[src/rtl/mips_multicycle_controller_pkg.sv]
`default_nettype none
// ============================================================================
// Module      : mips_multicycle_controller_pkg
// Description : Shared state encodings, opcode constants, select codes and the
//               control-word type for the multicycle MIPS controller.
// Revision    : 1.0 - initial release
// ============================================================================
package mips_multicycle_controller_pkg;

    // State encoding follows the listed order; S_RESET must be zero.
    typedef enum logic [3:0] {
        S_RESET   = 4'd0,
        S_FETCH   = 4'd1,
        S_DECODE  = 4'd2,
        S_MEMADR  = 4'd3,
        S_MEMRD   = 4'd4,
        S_MEMWB   = 4'd5,
        S_MEMWR   = 4'd6,
        S_EXECUTE = 4'd7,
        S_ALUWB   = 4'd8,
        S_BRANCH  = 4'd9,
        S_ADDIEX  = 4'd10,
        S_ADDIWB  = 4'd11,
        S_JUMP    = 4'd12
    } state_t;

    localparam logic [5:0] OP_LW    = 6'b100011;
    localparam logic [5:0] OP_SW    = 6'b101011;
    localparam logic [5:0] OP_RTYPE = 6'b000000;
    localparam logic [5:0] OP_BEQ   = 6'b000100;
    localparam logic [5:0] OP_ADDI  = 6'b001000;
    localparam logic [5:0] OP_J     = 6'b000010;

    localparam logic [1:0] ALUOP_ADD   = 2'b00;
    localparam logic [1:0] ALUOP_SUB   = 2'b01;
    localparam logic [1:0] ALUOP_FUNCT = 2'b10;

    localparam logic [1:0] SRCB_B       = 2'b00;
    localparam logic [1:0] SRCB_FOUR    = 2'b01;
    localparam logic [1:0] SRCB_IMM     = 2'b10;
    localparam logic [1:0] SRCB_IMM_SH2 = 2'b11;

    localparam logic [1:0] PCSRC_ALURESULT = 2'b00;
    localparam logic [1:0] PCSRC_ALUOUT    = 2'b01;
    localparam logic [1:0] PCSRC_JUMP      = 2'b10;

    // Control word produced by the output decoder; PCEn is formed from
    // pc_write/branch in the top because it also needs the ALU zero flag.
    typedef struct packed {
        logic [1:0] alu_op;
        logic       alu_src_a;
        logic [1:0] alu_src_b;
        logic [1:0] pc_src;
        logic       iord;
        logic       ir_write;
        logic       mem_write;
        logic       reg_write;
        logic       reg_dst;
        logic       mem_to_reg;
        logic       pc_write;
        logic       branch;
    } ctrl_t;

    function automatic logic is_legal_op(input logic [5:0] op);
        return (op == OP_LW)   || (op == OP_SW)   || (op == OP_RTYPE) ||
               (op == OP_BEQ)  || (op == OP_ADDI) || (op == OP_J);
    endfunction

endpackage
`default_nettype wire

[src/rtl/mips_multicycle_controller_if.sv]
`default_nettype none
// ============================================================================
// Module      : mips_multicycle_controller_if
// Description : Controller <-> datapath/memory signal bundle. The controller
//               uses the master view, the datapath the slave view.
// Revision    : 1.0 - initial release
// ============================================================================
interface mips_multicycle_controller_if;
    logic [5:0] opcode;
    logic       zero;
    logic       mem_ready;
    logic [1:0] ALUOp;
    logic       ALUSrcA;
    logic [1:0] ALUSrcB;
    logic [1:0] PCSrc;
    logic       IorD;
    logic       IRWrite;
    logic       MemWrite;
    logic       RegWrite;
    logic       RegDst;
    logic       MemtoReg;
    logic       PCEn;
    logic       illegal_op;
    logic [3:0] state_dbg;

    modport master (
        input  opcode, zero, mem_ready,
        output ALUOp, ALUSrcA, ALUSrcB, PCSrc, IorD, IRWrite, MemWrite,
               RegWrite, RegDst, MemtoReg, PCEn, illegal_op, state_dbg
    );

    modport slave (
        output opcode, zero, mem_ready,
        input  ALUOp, ALUSrcA, ALUSrcB, PCSrc, IorD, IRWrite, MemWrite,
               RegWrite, RegDst, MemtoReg, PCEn, illegal_op, state_dbg
    );
endinterface
`default_nettype wire

[src/rtl/mips_mc_output_decode.sv]
`default_nettype none
// ============================================================================
// Module      : mips_mc_output_decode
// Description : Combinational state-to-control-word decode. Fetch strobes are
//               gated by memory ready; illegal_op flags bad opcodes in decode.
// Revision    : 1.0 - initial release
// ============================================================================
module mips_mc_output_decode
    import mips_multicycle_controller_pkg::*;
(
    input  wire state_t     i_state,
    input  wire logic       i_mem_ready,
    input  wire logic [5:0] i_opcode,
    output ctrl_t           o_ctrl,
    output logic            o_illegal_op
);

    // Per-state control word; everything not named for a state stays zero.
    always_comb begin
        o_ctrl       = '0;
        o_illegal_op = 1'b0;
        case (i_state)
            S_FETCH: begin
                o_ctrl.iord      = 1'b0;
                o_ctrl.alu_src_a = 1'b0;
                o_ctrl.alu_src_b = SRCB_FOUR;
                o_ctrl.alu_op    = ALUOP_ADD;
                o_ctrl.pc_src    = PCSRC_ALURESULT;
                o_ctrl.ir_write  = i_mem_ready;
                o_ctrl.pc_write  = i_mem_ready;
            end
            S_DECODE: begin
                o_ctrl.alu_src_a = 1'b0;
                o_ctrl.alu_src_b = SRCB_IMM_SH2;
                o_ctrl.alu_op    = ALUOP_ADD;
                o_illegal_op     = !is_legal_op(i_opcode);
            end
            S_MEMADR: begin
                o_ctrl.alu_src_a = 1'b1;
                o_ctrl.alu_src_b = SRCB_IMM;
                o_ctrl.alu_op    = ALUOP_ADD;
            end
            S_MEMRD: begin
                o_ctrl.iord = 1'b1;
            end
            S_MEMWB: begin
                o_ctrl.reg_dst    = 1'b0;
                o_ctrl.mem_to_reg = 1'b1;
                o_ctrl.reg_write  = 1'b1;
            end
            S_MEMWR: begin
                // Write held for the whole access, including the ready cycle.
                o_ctrl.iord      = 1'b1;
                o_ctrl.mem_write = 1'b1;
            end
            S_EXECUTE: begin
                o_ctrl.alu_src_a = 1'b1;
                o_ctrl.alu_src_b = SRCB_B;
                o_ctrl.alu_op    = ALUOP_FUNCT;
            end
            S_ALUWB: begin
                o_ctrl.reg_dst    = 1'b1;
                o_ctrl.mem_to_reg = 1'b0;
                o_ctrl.reg_write  = 1'b1;
            end
            S_BRANCH: begin
                o_ctrl.alu_src_a = 1'b1;
                o_ctrl.alu_src_b = SRCB_B;
                o_ctrl.alu_op    = ALUOP_SUB;
                o_ctrl.pc_src    = PCSRC_ALUOUT;
                o_ctrl.branch    = 1'b1;
            end
            S_ADDIEX: begin
                o_ctrl.alu_src_a = 1'b1;
                o_ctrl.alu_src_b = SRCB_IMM;
                o_ctrl.alu_op    = ALUOP_ADD;
            end
            S_ADDIWB: begin
                o_ctrl.reg_dst    = 1'b0;
                o_ctrl.mem_to_reg = 1'b0;
                o_ctrl.reg_write  = 1'b1;
            end
            S_JUMP: begin
                o_ctrl.pc_src   = PCSRC_JUMP;
                o_ctrl.pc_write = 1'b1;
            end
            default: begin
                o_ctrl       = '0;
                o_illegal_op = 1'b0;
            end
        endcase
    end

endmodule
`default_nettype wire

[src/rtl/mips_multicycle_controller.sv]
`default_nettype none
// ============================================================================
// Module      : mips_multicycle_controller
// Description : Main control FSM of the multicycle MIPS. Holds the state
//               register and next-state logic; control outputs come from
//               mips_mc_output_decode.
// Revision    : 1.0 - initial release
// ============================================================================
module mips_multicycle_controller
    import mips_multicycle_controller_pkg::*;
#(
    parameter int MEM_WAIT_EN = 1
) (
    input  wire logic                       clk,
    input  wire logic                       reset,
    mips_multicycle_controller_if.master    bus
);

    state_t r_state;
    state_t w_next_state;
    logic   w_mem_ready;
    ctrl_t  w_ctrl;
    logic   w_illegal_op;

    // With waiting disabled, memory is assumed to complete every access.
    if (MEM_WAIT_EN != 0) begin : g_mem_wait
        assign w_mem_ready = bus.mem_ready;
    end else begin : g_no_mem_wait
        assign w_mem_ready = 1'b1;
    end

    // State register; reset aborts any instruction immediately.
    always_ff @(posedge clk or posedge reset) begin
        if (reset) begin
            r_state <= S_RESET;
        end else begin
            r_state <= w_next_state;
        end
    end

    // Next-state logic; opcode is only looked at in DECODE and MEMADR.
    always_comb begin
        w_next_state = S_FETCH;
        case (r_state)
            S_RESET:   w_next_state = S_FETCH;
            S_FETCH:   w_next_state = w_mem_ready ? S_DECODE : S_FETCH;
            S_DECODE: begin
                case (bus.opcode)
                    OP_LW, OP_SW: w_next_state = S_MEMADR;
                    OP_RTYPE:     w_next_state = S_EXECUTE;
                    OP_BEQ:       w_next_state = S_BRANCH;
                    OP_ADDI:      w_next_state = S_ADDIEX;
                    OP_J:         w_next_state = S_JUMP;
                    default:      w_next_state = S_FETCH;
                endcase
            end
            S_MEMADR:  w_next_state = (bus.opcode == OP_SW) ? S_MEMWR : S_MEMRD;
            S_MEMRD:   w_next_state = w_mem_ready ? S_MEMWB : S_MEMRD;
            S_MEMWB:   w_next_state = S_FETCH;
            S_MEMWR:   w_next_state = w_mem_ready ? S_FETCH : S_MEMWR;
            S_EXECUTE: w_next_state = S_ALUWB;
            S_ALUWB:   w_next_state = S_FETCH;
            S_BRANCH:  w_next_state = S_FETCH;
            S_ADDIEX:  w_next_state = S_ADDIWB;
            S_ADDIWB:  w_next_state = S_FETCH;
            S_JUMP:    w_next_state = S_FETCH;
            default:   w_next_state = S_FETCH;
        endcase
    end

    mips_mc_output_decode u_output_decode (
        .i_state      (r_state),
        .i_mem_ready  (w_mem_ready),
        .i_opcode     (bus.opcode),
        .o_ctrl       (w_ctrl),
        .o_illegal_op (w_illegal_op)
    );

    assign bus.ALUOp      = w_ctrl.alu_op;
    assign bus.ALUSrcA    = w_ctrl.alu_src_a;
    assign bus.ALUSrcB    = w_ctrl.alu_src_b;
    assign bus.PCSrc      = w_ctrl.pc_src;
    assign bus.IorD       = w_ctrl.iord;
    assign bus.IRWrite    = w_ctrl.ir_write;
    assign bus.MemWrite   = w_ctrl.mem_write;
    assign bus.RegWrite   = w_ctrl.reg_write;
    assign bus.RegDst     = w_ctrl.reg_dst;
    assign bus.MemtoReg   = w_ctrl.mem_to_reg;
    assign bus.PCEn       = w_ctrl.pc_write | (w_ctrl.branch & bus.zero);
    assign bus.illegal_op = w_illegal_op;
    assign bus.state_dbg  = r_state;

endmodule
`default_nettype wire
[src/flat_wrapper.sv]
// flat-port wrapper written by rule: the top's interface ports become plain ports
module mips_multicycle_controller_flat import mips_multicycle_controller_pkg::*;
#(
    parameter int MEM_WAIT_EN = 1
)
  (clk, reset, bus_opcode, bus_zero, bus_mem_ready, bus_ALUOp, bus_ALUSrcA, bus_ALUSrcB, bus_PCSrc, bus_IorD, bus_IRWrite, bus_MemWrite, bus_RegWrite, bus_RegDst, bus_MemtoReg, bus_PCEn, bus_illegal_op, bus_state_dbg);
  mips_multicycle_controller_if bus_i ();
  input  wire logic clk;
  input  wire logic reset;
  input wire logic [$bits(bus_i.opcode)-1:0] bus_opcode;
  input wire logic [$bits(bus_i.zero)-1:0] bus_zero;
  input wire logic [$bits(bus_i.mem_ready)-1:0] bus_mem_ready;
  output wire logic [$bits(bus_i.ALUOp)-1:0] bus_ALUOp;
  output wire logic [$bits(bus_i.ALUSrcA)-1:0] bus_ALUSrcA;
  output wire logic [$bits(bus_i.ALUSrcB)-1:0] bus_ALUSrcB;
  output wire logic [$bits(bus_i.PCSrc)-1:0] bus_PCSrc;
  output wire logic [$bits(bus_i.IorD)-1:0] bus_IorD;
  output wire logic [$bits(bus_i.IRWrite)-1:0] bus_IRWrite;
  output wire logic [$bits(bus_i.MemWrite)-1:0] bus_MemWrite;
  output wire logic [$bits(bus_i.RegWrite)-1:0] bus_RegWrite;
  output wire logic [$bits(bus_i.RegDst)-1:0] bus_RegDst;
  output wire logic [$bits(bus_i.MemtoReg)-1:0] bus_MemtoReg;
  output wire logic [$bits(bus_i.PCEn)-1:0] bus_PCEn;
  output wire logic [$bits(bus_i.illegal_op)-1:0] bus_illegal_op;
  output wire logic [$bits(bus_i.state_dbg)-1:0] bus_state_dbg;
  assign bus_i.opcode = bus_opcode;
  assign bus_i.zero = bus_zero;
  assign bus_i.mem_ready = bus_mem_ready;
  assign bus_ALUOp = bus_i.ALUOp;
  assign bus_ALUSrcA = bus_i.ALUSrcA;
  assign bus_ALUSrcB = bus_i.ALUSrcB;
  assign bus_PCSrc = bus_i.PCSrc;
  assign bus_IorD = bus_i.IorD;
  assign bus_IRWrite = bus_i.IRWrite;
  assign bus_MemWrite = bus_i.MemWrite;
  assign bus_RegWrite = bus_i.RegWrite;
  assign bus_RegDst = bus_i.RegDst;
  assign bus_MemtoReg = bus_i.MemtoReg;
  assign bus_PCEn = bus_i.PCEn;
  assign bus_illegal_op = bus_i.illegal_op;
  assign bus_state_dbg = bus_i.state_dbg;
  mips_multicycle_controller #(.MEM_WAIT_EN(MEM_WAIT_EN)) u_core (.clk(clk), .reset(reset), .bus(bus_i));
endmodule
[config.mk]
export PLATFORM = sky130hd
export DESIGN_NAME = mips_multicycle_controller_flat
export DESIGN_NICKNAME = d
export VERILOG_FILES = /design/src/rtl/mips_multicycle_controller_pkg.sv /design/src/rtl/mips_multicycle_controller_if.sv /design/src/rtl/mips_mc_output_decode.sv /design/src/rtl/mips_multicycle_controller.sv /design/src/flat_wrapper.sv
export SDC_FILE = /design/constraint.sdc
export NUM_CORES = 1
export LEC_CHECK = 0
export CAP_MARGIN = 0
export CELL_PAD_IN_SITES_DETAIL_PLACEMENT = 1
export CELL_PAD_IN_SITES_GLOBAL_PLACEMENT = 1
export CORE_ASPECT_RATIO = 0.75
export CORE_UTILIZATION = 26
export CTS_CLUSTER_DIAMETER = 30
export DETAILED_ROUTE_END_ITERATION = 10
export PLACE_DENSITY_LB_ADDON = 0.2
export SLEW_MARGIN = 0
export SYNTH_ARGS = -nofsm -noshare
export SYNTH_HDL_FRONTEND = slang
export SYNTH_HIERARCHICAL = 1
export SYNTH_SLANG_ARGS = --single-unit
[constraint.sdc]
create_clock -name clk -period 1.71 [get_ports clk]
set_input_delay 0.342 -clock clk [delete_from_list [all_inputs] [get_ports clk]]
set_output_delay 0.342 -clock clk [all_outputs]
set_load 0.01 [all_outputs]
Word level (Yosys, flattened, before mapping)
Cells that the tools add are included.

word-level totals
  output and inout bits = 19
  bits of input ports = 10
  flip-flop bits (word level) = 4

cells by class
  bitwise logic cells = 2
  equality and inequality tests = 17
  multiplexer cells = 15
  reductions and logical operators = 10

operators by type and width
  operator                                        count
  one-hot mux 4 bit (7 select lines)              1
  one-hot mux 5 bit (5 select lines)              1
  == test 4 bit (second input constant)           5
  one-hot mux 4 bit (5 select lines)              1
  == test 4 x 3 -> 1 bit (second input constant)  4
  == test 6 bit (second input constant)           2
  one-hot mux 3 bit (3 select lines)              1
  == test 4 x 2 -> 1 bit (second input constant)  2
  == test 6 x 2 -> 1 bit (second input constant)  1
  == test 6 x 3 -> 1 bit (second input constant)  1
  == test 6 x 4 -> 1 bit (second input constant)  1
  logical NOT 6 bit                               1
  two-way mux 1 bit                               6
  OR reduction 2 bit                              3
  logical OR 1 bit                                5
  == test 4 x 1 -> 1 bit (second input constant)  1
  two-way mux 2 bit                               2
  one-hot mux 2 bit (2 select lines)              1
  two-way mux 3 bit                               1
  one-hot mux 1 bit (2 select lines)              1
  bitwise AND 1 bit                               1
  logical NOT 1 bit                               1
  OR 1 bit                                        1

Longest topological paths before layout
  depth after elaboration = 8
  gate-level depth with buffers = 5

Modules after synthesis
The synthesis kept the hierarchy.

by module, submodules not included
  module                      area each (um2)  cells each  times used
  mips_multicycle_controller  317.8            39          1
  mips_mc_output_decode       224.0            30          1

Worst setup path after synthesis
OpenSTA, ideal clock, no wires.

  path type = reg-to-output
  start = register u_core.r_state[1], in the netlist u_core/bus.state_dbg[1]
  end = output port bus_PCEn
  arrival time = 1362 ps
  path slack = 6 ps
  stages on the path, launching flop included = 5
  path through = dfrtp_1 > nand2b_4 > nor4b_2 > or2_1 > a21o_1

RTL lines
  element                 RTL line                          text
  from (decl)             mips_multicycle_controller.sv:19  state_t r_state;
  from (signal assigned)  mips_multicycle_controller.sv:37  r_state <= w_next_state;
  to (decl)               flat_wrapper.sv:23                output wire logic [$bits(bus_i.PCEn)-1:0] bus_PCEn;

==> insert_results.sql <==
INSERT INTO impl_metrics (metric_group, metric, value, unit) VALUES
('run_status', 'run_status', 'finished with violations', ''),
('run_status', 'failed_checks', 'setup timing', ''),
('global_routing', 'grt_first_pass_wirelength', '4.450', 'mm'),
('setup_path', 'wp_data_required', '1.37', 'ns'),
('global_routing', 'gr-max-usage-layer', 'met2', ''),
('clocking', 'cts_made_buffers', '3', ''),
('routing', 'viasPerCell', '5.294', ''),
('die', 'fp.coreArea', '0.001838', 'mm^2'),
('setup_path', 'critPathArrivalTime', '1.46', 'ns'),
('power_and_ir_drop', 'power_switching', '712.9', 'uW'),
('routing', 'antenna_violating_nets_remaining', '0', ''),
('clocking', 'cts_hold_repair.buffers', '0', ''),
('flow_run', 'drv.max_cap_violation_count', '0', ''),
('sta', 'timing.final.crit_period', '1.806', 'ns'),
('place', 'dpl.hpwl', '1.747', 'mm'),
('hold_path', 'hold_crit_path_type', 'input pin to async pin', ''),
('power_and_ir_drop', 'pleak', '0.0006019', 'uW'),
('logic_synthesis', 'post-synth-top-area-fraction', '0.1848', ''),
('routing', 'postRouteWirelength', '2.839', 'mm'),
('global_routing', 'grt.met3_usage', '0.05128', ''),
('global_routing', 'grt_overflow', '0', ''),
('setup_path', 'start_kind', 'flop', ''),
('logic_synthesis', 'synthesis.yosys.warnings', '6', ''),
('logic_synthesis', 'postSynthRegisterBits', '4', ''),
('global_routing', 'grt_util_all_layers', '0.2718', ''),
('setup_path', 'worst_setup_path_end_kind', 'output port', ''),
('setup_path', 'critPathKind', 'flop to output port', ''),
('global_routing', 'grt_antenna_before_repair', '0', ''),
('place', 'io_buffers', '28', ''),
('die', 'boundaryPins', '29', ''),
('place', 'finalWeightedCongestion', '0.7418', ''),
('clocking', 'max_h_tree_level', '1', ''),
('power_and_ir_drop', 'cellInternalPower', '889.8', 'uW'),
('power_and_ir_drop', 'ir_drop', '716.2', 'uV'),
('die', 'chipHeight', '41.53', 'um'),
('logic_synthesis', 'yosysSeqAreaShare', '0.1848', ''),
('sta', 'worst_slew_margin_relative_to_its_limit', '0.7330', ''),
('logic_synthesis', 'postSynthNetCount', '79', ''),
('finish', 'final_net_count', '143', ''),
('finish', 'diodes', '0', ''),
('logic_synthesis', 'avgSynthCellArea', '7.852', 'um^2'),
('sta', 'fin_tns_setup', '-0.3883', 'ns'),
('power_and_ir_drop', 'power.combinational.fraction', '0.794', ''),
('finish', 'num-fill-cells', '219', ''),
('clocking', 'cts_tree', 'done', ''),
('die', 'die_w', '54.71', 'um'),
('sta', 'post_route_fraction_of_the_period_consumed_by_the_critical_path', '1.056', ''),
('setup_path', 'largest_fanout_on_the_critical_path', '3', ''),
('sta', 'grt_setup_unrepaired', 'yes', ''),
('power_and_ir_drop', 'power_per_cell_area', '1382', 'mW/mm^2'),
('clocking', 'numClockSinks', '4', ''),
('finish', 'areaGrowthSynthToFinish', '114.1', '%'),
('finish', 'sequential_cell_area', '103.9', 'um^2'),
('logic_synthesis', 'mappedNetlistArea', '541.8', 'um^2'),
('routing', 'wl_per_cell', '18.56', 'um'),
('logic_synthesis', 'synth_largest_area_cell', 'sky130_fd_sc_hd__dfrtp_1', ''),
('finish', 'largest_register_ffs', '4', ''),
('sta', 'fin_skew', '0.001839', 'ns'),
('sta', 'max_freq', '0.5538', 'GHz'),
('power_and_ir_drop', 'switching_share', '0.4448', ''),
('sta', 'final-max-slew-violation-count', '0', ''),
('power_and_ir_drop', 'share_seq_of_total_power', '0.126', ''),
('sta', 'report.final.setup_viol', '6', ''),
('routing', 'drt-initial-drc-count', '10', ''),
('global_routing', 'grt.met2_usage', '0.4337', ''),
('routing', 'first_pass_iters', '4', ''),
('die', 'initial_core_util', '0.2948', ''),
('sta', 'worst_slew_pin_slew', '0.3954', 'ns'),
('logic_synthesis', 'synth.area.top_cells', 'sky130_fd_sc_hd__dfrtp_1 (18%), sky130_fd_sc_hd__nor2_1 (5.5%), sky130_fd_sc_hd__nor2b_1 (4.6%)', ''),
('sta', 'fin_ws', '-0.09568', 'ns'),
('finish', 'post-route-cell-area', '0.001160', 'mm^2');
==> final cells by class <==
cell class,count,share of cell area
timing repair buffer,62,0.4466
multi-input combinational,59,0.4067
sequential,4,0.08954
tap,22,0.02373
clock buffer,3,0.01942
inverter,3,0.01402
==> metrics by stage <==
stage	instances	power [uW]	hold slack, ns	utilization	worst slack [ns]
2_1_floorplan	69	669.4	0.1081	-	0.006236
3_3_place_gp	139	1189	0.5354	0.5432	-0.7016
3_5_place_dp	139	1230	0.5427	0.5432	-0.7162
4_1_cts	151	1493	0.3060	0.6072	-0.1922
5_1_grt	153	1696	0.3320	0.6310	-0.1771
6_report	153	1603	0.2958	0.6310	-0.09568
==> repair_timing <==
action                     CTS  global route
gates resized for setup     65            21
setup buffers                9             4
setup endpoints to repair   19            14
pin swaps                    4             6
gates cloned                 0             0
==> layout by cell type (no fill, tap or decap), types with 2 or more instances in the layout <==
cell / n
sky130_fd_sc_hd__o21ai_0: 3
sky130_fd_sc_hd__buf_4: 28
sky130_fd_sc_hd__inv_1: 2
sky130_fd_sc_hd__clkbuf_4: 3
sky130_fd_sc_hd__nand3_1: 2
sky130_fd_sc_hd__o22ai_1: 2
sky130_fd_sc_hd__clkdlybuf4s50_1: 4
sky130_fd_sc_hd__buf_2: 7
sky130_fd_sc_hd__nor2b_1: 4
sky130_fd_sc_hd__dlygate4sd2_1: 4
sky130_fd_sc_hd__nand2b_4: 4
sky130_fd_sc_hd__dlymetal6s2s_1: 5
sky130_fd_sc_hd__nor3_1: 3
sky130_fd_sc_hd__a211oi_2: 2
sky130_fd_sc_hd__a21o_1: 2
sky130_fd_sc_hd__nor2_1: 8
sky130_fd_sc_hd__buf_6: 7
sky130_fd_sc_hd__nand2_1: 4
sky130_fd_sc_hd__dfrtp_2: 3
sky130_fd_sc_hd__clkbuf_2: 4
sky130_fd_sc_hd__mux2i_1: 2
==> kinds of logic (layout without fill, tap and decap cells) <==
logic type      count (synthesis)  count (layout)  synth area share
buf+inv                         6              68           0.06466
mux                             2               2           0.03695
fa+ha+maj                       1               1           0.02078
compound gates                 19              19            0.2679
simple gates                   36              36            0.4088
xor+xnor                        1               1           0.01617
flops                           4               4            0.1848
==> final timing paths <==
path | depth (start not counted) | end | from | slack [ns]
setup / recovery | 6 | bus_PCEn | u_core/bus.state_dbg[2] | -0.1
hold / removal | 2 | u_core/bus.state_dbg[0] | reset | 0.30
setup reg to reg | 6 | u_core/bus.state_dbg[1] | u_core/bus.state_dbg[1] | 0.14
hold reg to reg | 3 | u_core/bus.state_dbg[2] | u_core/bus.state_dbg[3] | 0.71
max in group asynchronous | 2 | u_core/bus.state_dbg[3] | reset | 1.24
min in group clk | 3 | u_core/bus.state_dbg[2] | u_core/bus.state_dbg[3] | 0.71
==> worst max-delay path, cell delays in order (launching register included) <==
cell and delay [ns]:
sky130_fd_sc_hd__dfrtp_2 0.44, sky130_fd_sc_hd__buf_6 0.13, sky130_fd_sc_hd__nand2_1 0.09, sky130_fd_sc_hd__nor3_4 0.04, sky130_fd_sc_hd__or2_1 0.23, sky130_fd_sc_hd__a21o_1 0.15, sky130_fd_sc_hd__buf_2 0.13
==> cell usage after synthesis, drive strengths merged <==
cell,count
mux2i,2
nand4b,1
a32o,1
or3b,1
maj3,1
nor2b,4
o311ai,1
nand4,1
o21ai,3
a31oi,1
nor2,8
nor3,5
o22ai,2
nand2b,5
nand2,4
buf,3
nand3,2
or3,1
o31ai,1
nor4b,1
o211ai,1
inv,3
dfrtp,4
a31o,1
o21a,1
and4,1
a2111oi,1
a211oi,3
xor2,1
o2bb2ai,1
or2,1
a21o,2
and3,1
==> routing by layer <==
layer | share of wire | vias up
li1 | - | 383
met1 | 0.45 | 396
met2 | 0.51 | 27
met3 | 0.029 | 4
met4 | 0.010 | 0
met5 | 0 | -
==> power groups by stage <==
stage	Clock, uW	Sequential (uW)	Combinational, uW
floorplan	0	231	438
global placement	0	187	1000
detailed placement	0	198	1030
CTS	120	197	1180
global route	134	205	1360
finish	128	202	1270
Note: power is estimated with default switching activity, not from simulation.
